### config.mk
export PLATFORM = sky130hd
export DESIGN_NAME = mem_line_arbiter_flat
export DESIGN_NICKNAME = d
export VERILOG_FILES = /design/src/rtl/mem_line_arbiter_if.sv /design/src/rtl/mem_line_arbiter.sv /design/src/flat_wrapper.sv
export SDC_FILE = /design/constraint.sdc
export NUM_CORES = 1
export LEC_CHECK = 0
export ABC_AREA = 1
export CAP_MARGIN = 25
export CORE_AREA = 2 2 169 171
export DETAILED_ROUTE_END_ITERATION = 10
export DIE_AREA = 0 0 171 173
export PLACE_DENSITY = 0.81
export SLEW_MARGIN = 20
export SYNTH_ARGS = -nofsm -noshare
export SYNTH_HDL_FRONTEND = slang
export SYNTH_SLANG_ARGS = --single-unit
### constraint.sdc
create_clock -name clk -period 3.8 [get_ports clk]
set_input_delay 0.57 -clock clk [delete_from_list [all_inputs] [get_ports clk]]
set_output_delay 0.57 -clock clk [all_outputs]
set_load 0.005 [all_outputs]
### src/rtl/mem_line_arbiter_if.sv
// Cache-side and memory-side bus of the line arbiter.
// slave = arbiter view, master = cache/memory environment view.
interface mem_line_arbiter_if #(parameter int LINE_WORDS = 4);
  logic                       ic_req;
  logic [31:0]                ic_addr;
  logic                       ic_done;
  logic                       dc_req;
  logic                       dc_we;
  logic [31:0]                dc_addr;
  logic [LINE_WORDS*32-1:0]   dc_wline;
  logic                       dc_done;
  logic [LINE_WORDS*32-1:0]   rd_line;
  logic                       busy;
  logic                       grant;
  logic                       mem_we;
  logic [31:0]                mem_addr;
  logic [31:0]                mem_wdata;
  logic [3:0]                 mem_byte_en;
  logic [31:0]                mem_rdata;

  modport slave (
    input  ic_req, ic_addr, dc_req, dc_we, dc_addr, dc_wline, mem_rdata,
    output ic_done, dc_done, rd_line, busy, grant,
           mem_we, mem_addr, mem_wdata, mem_byte_en
  );

  modport master (
    output ic_req, ic_addr, dc_req, dc_we, dc_addr, dc_wline, mem_rdata,
    input  ic_done, dc_done, rd_line, busy, grant,
           mem_we, mem_addr, mem_wdata, mem_byte_en
  );
endinterface

### src/rtl/mem_line_arbiter.sv
// Shares one memory port between I-cache refills and D-cache refill/write-back,
// moving a whole line per grant after a modelled main-memory latency.
module mem_line_arbiter #(
  parameter int LINE_WORDS  = 4,
  parameter int MEM_LATENCY = 5
) (
  input  logic                clk,
  input  logic                reset,
  mem_line_arbiter_if.slave   bus
);
  localparam int BW = $clog2(LINE_WORDS);
  localparam int WW = (MEM_LATENCY > 1) ? $clog2(MEM_LATENCY) : 1;
  localparam logic [WW-1:0] WAIT_INIT = WW'(MEM_LATENCY - 1);
  localparam logic [BW-1:0] LAST_BEAT = BW'(LINE_WORDS - 1);
  localparam logic [31:0]   OFF_MASK  = 32'(LINE_WORDS*4 - 1);

  typedef enum logic [1:0] {S_IDLE, S_WAIT, S_XFER, S_DONE} state_t;

  state_t                       r_state, w_next;
  logic                         r_grant, r_last_grant, r_write;
  logic [31:0]                  r_base;
  logic [LINE_WORDS-1:0][31:0]  r_wline, r_rd_line;
  logic [WW-1:0]                r_wait_cnt;
  logic [BW-1:0]                r_beat;
  logic                         w_accept, w_winner;
  logic [31:0]                  w_addr;

  always_comb begin
    w_accept = bus.ic_req | bus.dc_req;
    // On a tie the requester that did not own the previous line wins.
    w_winner = (bus.ic_req & bus.dc_req) ? ~r_last_grant : bus.dc_req;
    w_addr   = w_winner ? bus.dc_addr : bus.ic_addr;
    w_next   = r_state;
    unique case (r_state)
      S_IDLE:  if (w_accept) w_next = S_WAIT;
      S_WAIT:  if (r_wait_cnt == '0) w_next = S_XFER;
      S_XFER:  if (r_beat == LAST_BEAT) w_next = S_DONE;
      S_DONE:  w_next = S_IDLE;
      default: w_next = S_IDLE;
    endcase
  end

  always_comb begin
    bus.mem_we      = 1'b0;
    bus.mem_addr    = '0;
    bus.mem_wdata   = '0;
    bus.mem_byte_en = 4'h0;
    if (r_state == S_XFER) begin
      bus.mem_addr    = r_base + {{(30-BW){1'b0}}, r_beat, 2'b00};
      bus.mem_byte_en = 4'hF;
      bus.mem_we      = r_write;
      if (r_write) bus.mem_wdata = r_wline[r_beat];
    end
    bus.ic_done = (r_state == S_DONE) & ~r_grant;
    bus.dc_done = (r_state == S_DONE) &  r_grant;
    bus.busy    = (r_state != S_IDLE);
    bus.grant   = r_grant;
    bus.rd_line = r_rd_line;
  end

  always_ff @(posedge clk) begin
    if (reset) begin
      r_state      <= S_IDLE;
      r_grant      <= 1'b0;
      r_last_grant <= 1'b0;
      r_write      <= 1'b0;
      r_base       <= '0;
      r_wline      <= '0;
      r_rd_line    <= '0;
      r_wait_cnt   <= '0;
      r_beat       <= '0;
    end else begin
      r_state <= w_next;
      unique case (r_state)
        S_IDLE: if (w_accept) begin
          r_grant      <= w_winner;
          r_last_grant <= w_winner;
          r_base       <= w_addr & ~OFF_MASK;
          r_write      <= w_winner & bus.dc_we;
          if (w_winner & bus.dc_we) r_wline <= bus.dc_wline;
          r_wait_cnt   <= WAIT_INIT;
          r_beat       <= '0;
        end
        S_WAIT: if (r_wait_cnt != '0) r_wait_cnt <= r_wait_cnt - 1'b1;
        S_XFER: begin
          if (!r_write) r_rd_line[r_beat] <= bus.mem_rdata;
          r_beat <= r_beat + 1'b1;
        end
        default: ;
      endcase
    end
  end
endmodule

### src/flat_wrapper.sv
// flat-port wrapper written by rule: the top's interface ports become plain ports
module mem_line_arbiter_flat 
#(
  parameter int LINE_WORDS  = 4,
  parameter int MEM_LATENCY = 5
)
  (clk, reset, bus_ic_req, bus_ic_addr, bus_dc_req, bus_dc_we, bus_dc_addr, bus_dc_wline, bus_mem_rdata, bus_ic_done, bus_dc_done, bus_rd_line, bus_busy, bus_grant, bus_mem_we, bus_mem_addr, bus_mem_wdata, bus_mem_byte_en);
  mem_line_arbiter_if #(.LINE_WORDS(LINE_WORDS)) bus_i ();
  input  logic clk;
  input  logic reset;
  input wire logic [$bits(bus_i.ic_req)-1:0] bus_ic_req;
  input wire logic [$bits(bus_i.ic_addr)-1:0] bus_ic_addr;
  input wire logic [$bits(bus_i.dc_req)-1:0] bus_dc_req;
  input wire logic [$bits(bus_i.dc_we)-1:0] bus_dc_we;
  input wire logic [$bits(bus_i.dc_addr)-1:0] bus_dc_addr;
  input wire logic [$bits(bus_i.dc_wline)-1:0] bus_dc_wline;
  input wire logic [$bits(bus_i.mem_rdata)-1:0] bus_mem_rdata;
  output wire logic [$bits(bus_i.ic_done)-1:0] bus_ic_done;
  output wire logic [$bits(bus_i.dc_done)-1:0] bus_dc_done;
  output wire logic [$bits(bus_i.rd_line)-1:0] bus_rd_line;
  output wire logic [$bits(bus_i.busy)-1:0] bus_busy;
  output wire logic [$bits(bus_i.grant)-1:0] bus_grant;
  output wire logic [$bits(bus_i.mem_we)-1:0] bus_mem_we;
  output wire logic [$bits(bus_i.mem_addr)-1:0] bus_mem_addr;
  output wire logic [$bits(bus_i.mem_wdata)-1:0] bus_mem_wdata;
  output wire logic [$bits(bus_i.mem_byte_en)-1:0] bus_mem_byte_en;
  assign bus_i.ic_req = bus_ic_req;
  assign bus_i.ic_addr = bus_ic_addr;
  assign bus_i.dc_req = bus_dc_req;
  assign bus_i.dc_we = bus_dc_we;
  assign bus_i.dc_addr = bus_dc_addr;
  assign bus_i.dc_wline = bus_dc_wline;
  assign bus_i.mem_rdata = bus_mem_rdata;
  assign bus_ic_done = bus_i.ic_done;
  assign bus_dc_done = bus_i.dc_done;
  assign bus_rd_line = bus_i.rd_line;
  assign bus_busy = bus_i.busy;
  assign bus_grant = bus_i.grant;
  assign bus_mem_we = bus_i.mem_we;
  assign bus_mem_addr = bus_i.mem_addr;
  assign bus_mem_wdata = bus_i.mem_wdata;
  assign bus_mem_byte_en = bus_i.mem_byte_en;
  mem_line_arbiter #(.LINE_WORDS(LINE_WORDS), .MEM_LATENCY(MEM_LATENCY)) u_core (.clk(clk), .reset(reset), .bus(bus_i));
endmodule
==> run summary <==
status - finished clean
drt initial violations - 908
Max Root-Sink Buffers - 3
CTS resizes - 0
critical path startpoint category - flop
core area - 27,600 sq um
DR pass1 iterations - 5
Synth-to-Final Area Change - 41.4%
Overflow after GRT - 0
CP required - 3.23 ns
worst hold path class - reg2reg
critical path arrival - 2.64 ns
largest cells by area after synthesis - dfxtp_1, nand2_1, nor2_1
All-Layer GR Usage - 24.4%
Final setup violation count - 0
clk sinks - 293
die footprint - 29,600 sq um
Post-Synthesis Cells - 1,947
most frequent cells in the layout - nand2_1, clkdlybuf4s50_1, nor2_1
number of distinct library cells after synthesis - 19
Hold Path Depth - 2
Worst path max stage delay - 0.79 ns
Root Driver - clkbuf_16
dpl ws - 1.16 ns
most common cell after layout, fill and taps aside - nand2_1
largest net degree at the start of global routing - 153
Slew HR - 48.2%
CP Cell Sequence - buf_4, o211ai_1, a21oi_1, clkdlybuf4s50_1
cell taking the most area after synthesis - dfxtp_1
buffer count from post-CTS setup fixing - 0
synthesized area - 12,900 sq um
Fillers - 2,314
CTS tree - built
CP top delay family - buffers and inverters
detailed-route DRC error count - 0
flop2flop setup slack - 1.28 ns
number of synthesized flops with an enable pin - 0
initial antenna violation count - 4
Final Max Tran Viols - 0
Final ANT Viol Nets - 0
Fin Setup TNS - 0 ns
CP Capture Type - output port
Num CTS Buffers - 30
number of global-route vias before repair - 11,903
FP Rows - 61
Critical-path top delay cell - dfxtp_4
final wirelength - 37,900 microns
PD cells - 515 nW/um^2
crit-path max FO - 62
Worst-Skew Late Latency - 0.56 ns
LEAKAGE - 0.00797 uW
post-cts hold buffer count - 0
Worst-Margin Slew - 0.777 ns
Yosys Warn Count - 0
Ports - 430
max-cap violations - 0
Die Ht - 173 microns
port bufs - 419
Fmax - 312 MHz
number of vias in the routed layout - 12,848
clock-pin slew on the worst setup and hold paths - 0.06 ns
Layout Cells excl Fill - 2,695
Crit Reg-Reg Startpoint - u_core.r_beat[0]
Hold Startpoint - u_core.bus.rd_line[114]
FF+latch count, synth - 293
Final GP Congestion - 0.858
layout cell share with drive strength beyond 1 - 3.42%
Mapped Avg Cell Area - 6.64 sq um
die width - 171 microns
Worst Hold Path EP - u_core.bus.rd_line[114]
period utilization - 84.4%
top_reg_cell synth - dfxtp_1
worst clock skew - 0.0264 ns
fin worst setup slack - 0.592 ns
Async SR Flop Fraction - 0%
Buf/Inv on CP - 2
post-synth top area share - 45.4%
# placed instances - 2,637
CP Class - reg2out
DR vias/cell - 4.77
post-layout net count - 2,530
starting density of the core - 46.8%
Detail Placement HPWL - 26,200 microns
RSZ-0062 raised after global routing - false
first-pass GRT wire length - 59,400 microns
reg-to-reg critical path endpoint - u_core.bus.rd_line[102]
Max rail drop VDD - 0.291 mV
H-tree levels - 1
worst r2r path cells - 5
WP depth - 4
fin crit period - 3.21 ns
CP startpoint - u_core.r_beat[0]
sequential fraction of the synthesis area - 45.4%
Avg WL per Cell - 14.0 microns
final hold viol count - 0
-- cells in the mapped netlist (5+ instances only) --
cell type / number
nand2_1: 426
nor2_1: 352
inv_1: 331
dfxtp_1: 293
a21oi_1: 167
o21ai_0: 151
o211ai_1: 64
buf_2: 61
clkbuf_1: 57
nand3_1: 11
ha_1: 10
o21ai_1: 7
buf_4: 6
buf_1: 5
-- power breakdown --
group | leakage, uW | total, uW | switching, uW | internal [uW]
Sequential | 0.00239 | 3860 | 276 | 3580
Combinational | 0.00507 | 2550 | 1400 | 1150
Clock | 0.000507 | 3000 | 1210 | 1790
Total | 0.00797 | 9410 | 2890 | 6520
-- cell families (layout without fill, tap and decap cells) --
logic type      Yosys count  count (layout)  share of synthesized area (%)
buf+inv                 462             827                           14.2
flops                   293             293                           45.4
fa+ha+maj                10              10                          0.967
simple gates            792             792                           23.2
compound gates          389             389                           16.3
other cells               1               6                         0.0290
-- sequential cells by signal (all words and copies together), names as in the netlist --
signal              count
u_core.bus.rd_line    128
u_core.r_beat           2
u_core.r_base          28
u_core.bus.grant        1
u_core.r_wline        128
u_core.r_wait_cnt       3
u_core.r_write          1
u_core.r_state          2
-- cell type report --
cell class / count / area (sq um) / share of cell area, %
clock buffers: 42 / 866 / 4.74
well taps: 378 / 473 / 2.59
flip-flops and latches: 293 / 5870 / 32.1
clock inverters: 12 / 150 / 0.821
diodes: 4 / 10.0 / 0.0548
repair buffers: 440 / 4400 / 24.1
inverters: 333 / 1250 / 6.86
multi-input cells: 1193 / 5260 / 28.7
-- through the flow --
step | hold WS (ns) | power, uW | instance area, sq um | utilization, %
after CTS | 0.443 | 9470 | 18300 | 66.1
after floorplan | 0.440 | 5450 | 12900 | -
after global placement | 0.430 | 6360 | 17300 | 62.5
after global routing | 0.453 | 10000 | 18300 | 66.2
final | 0.442 | 9410 | 18300 | 66.2
after detailed placement | 0.434 | 6450 | 17300 | 62.5
-- routing by layer --
layer | part of all wire, % | vias up | GRT usage [%]
met1 | 40 | 5670 | 29.3
met3 | 7.4 | 122 | 4.28
met5 | 0 | - | 0
li1 | - | 6601 | -
met4 | 5.6 | 0 | 13.1
met2 | 47 | 455 | 41.3
-- worst min-delay path: cells and delay by family (launching register included) --
family	cells	cell delay, ns
buffers and inverters	1	0.05
flip-flops	1	0.31
AO/OA/AOI/OAI	1	0.05
-- worst max-delay path by stage --
stage,end,slack (ns)
2_1_floorplan,bus_mem_we,1.85
3_3_place_gp,bus_mem_wdata[31],1.17
3_5_place_dp,bus_mem_wdata[5],1.16
4_1_cts,bus_mem_wdata[14],0.59
5_1_grt,bus_mem_wdata[14],0.42
6_report,bus_mem_wdata[28],0.59
(Power assumes the default switching activity.)
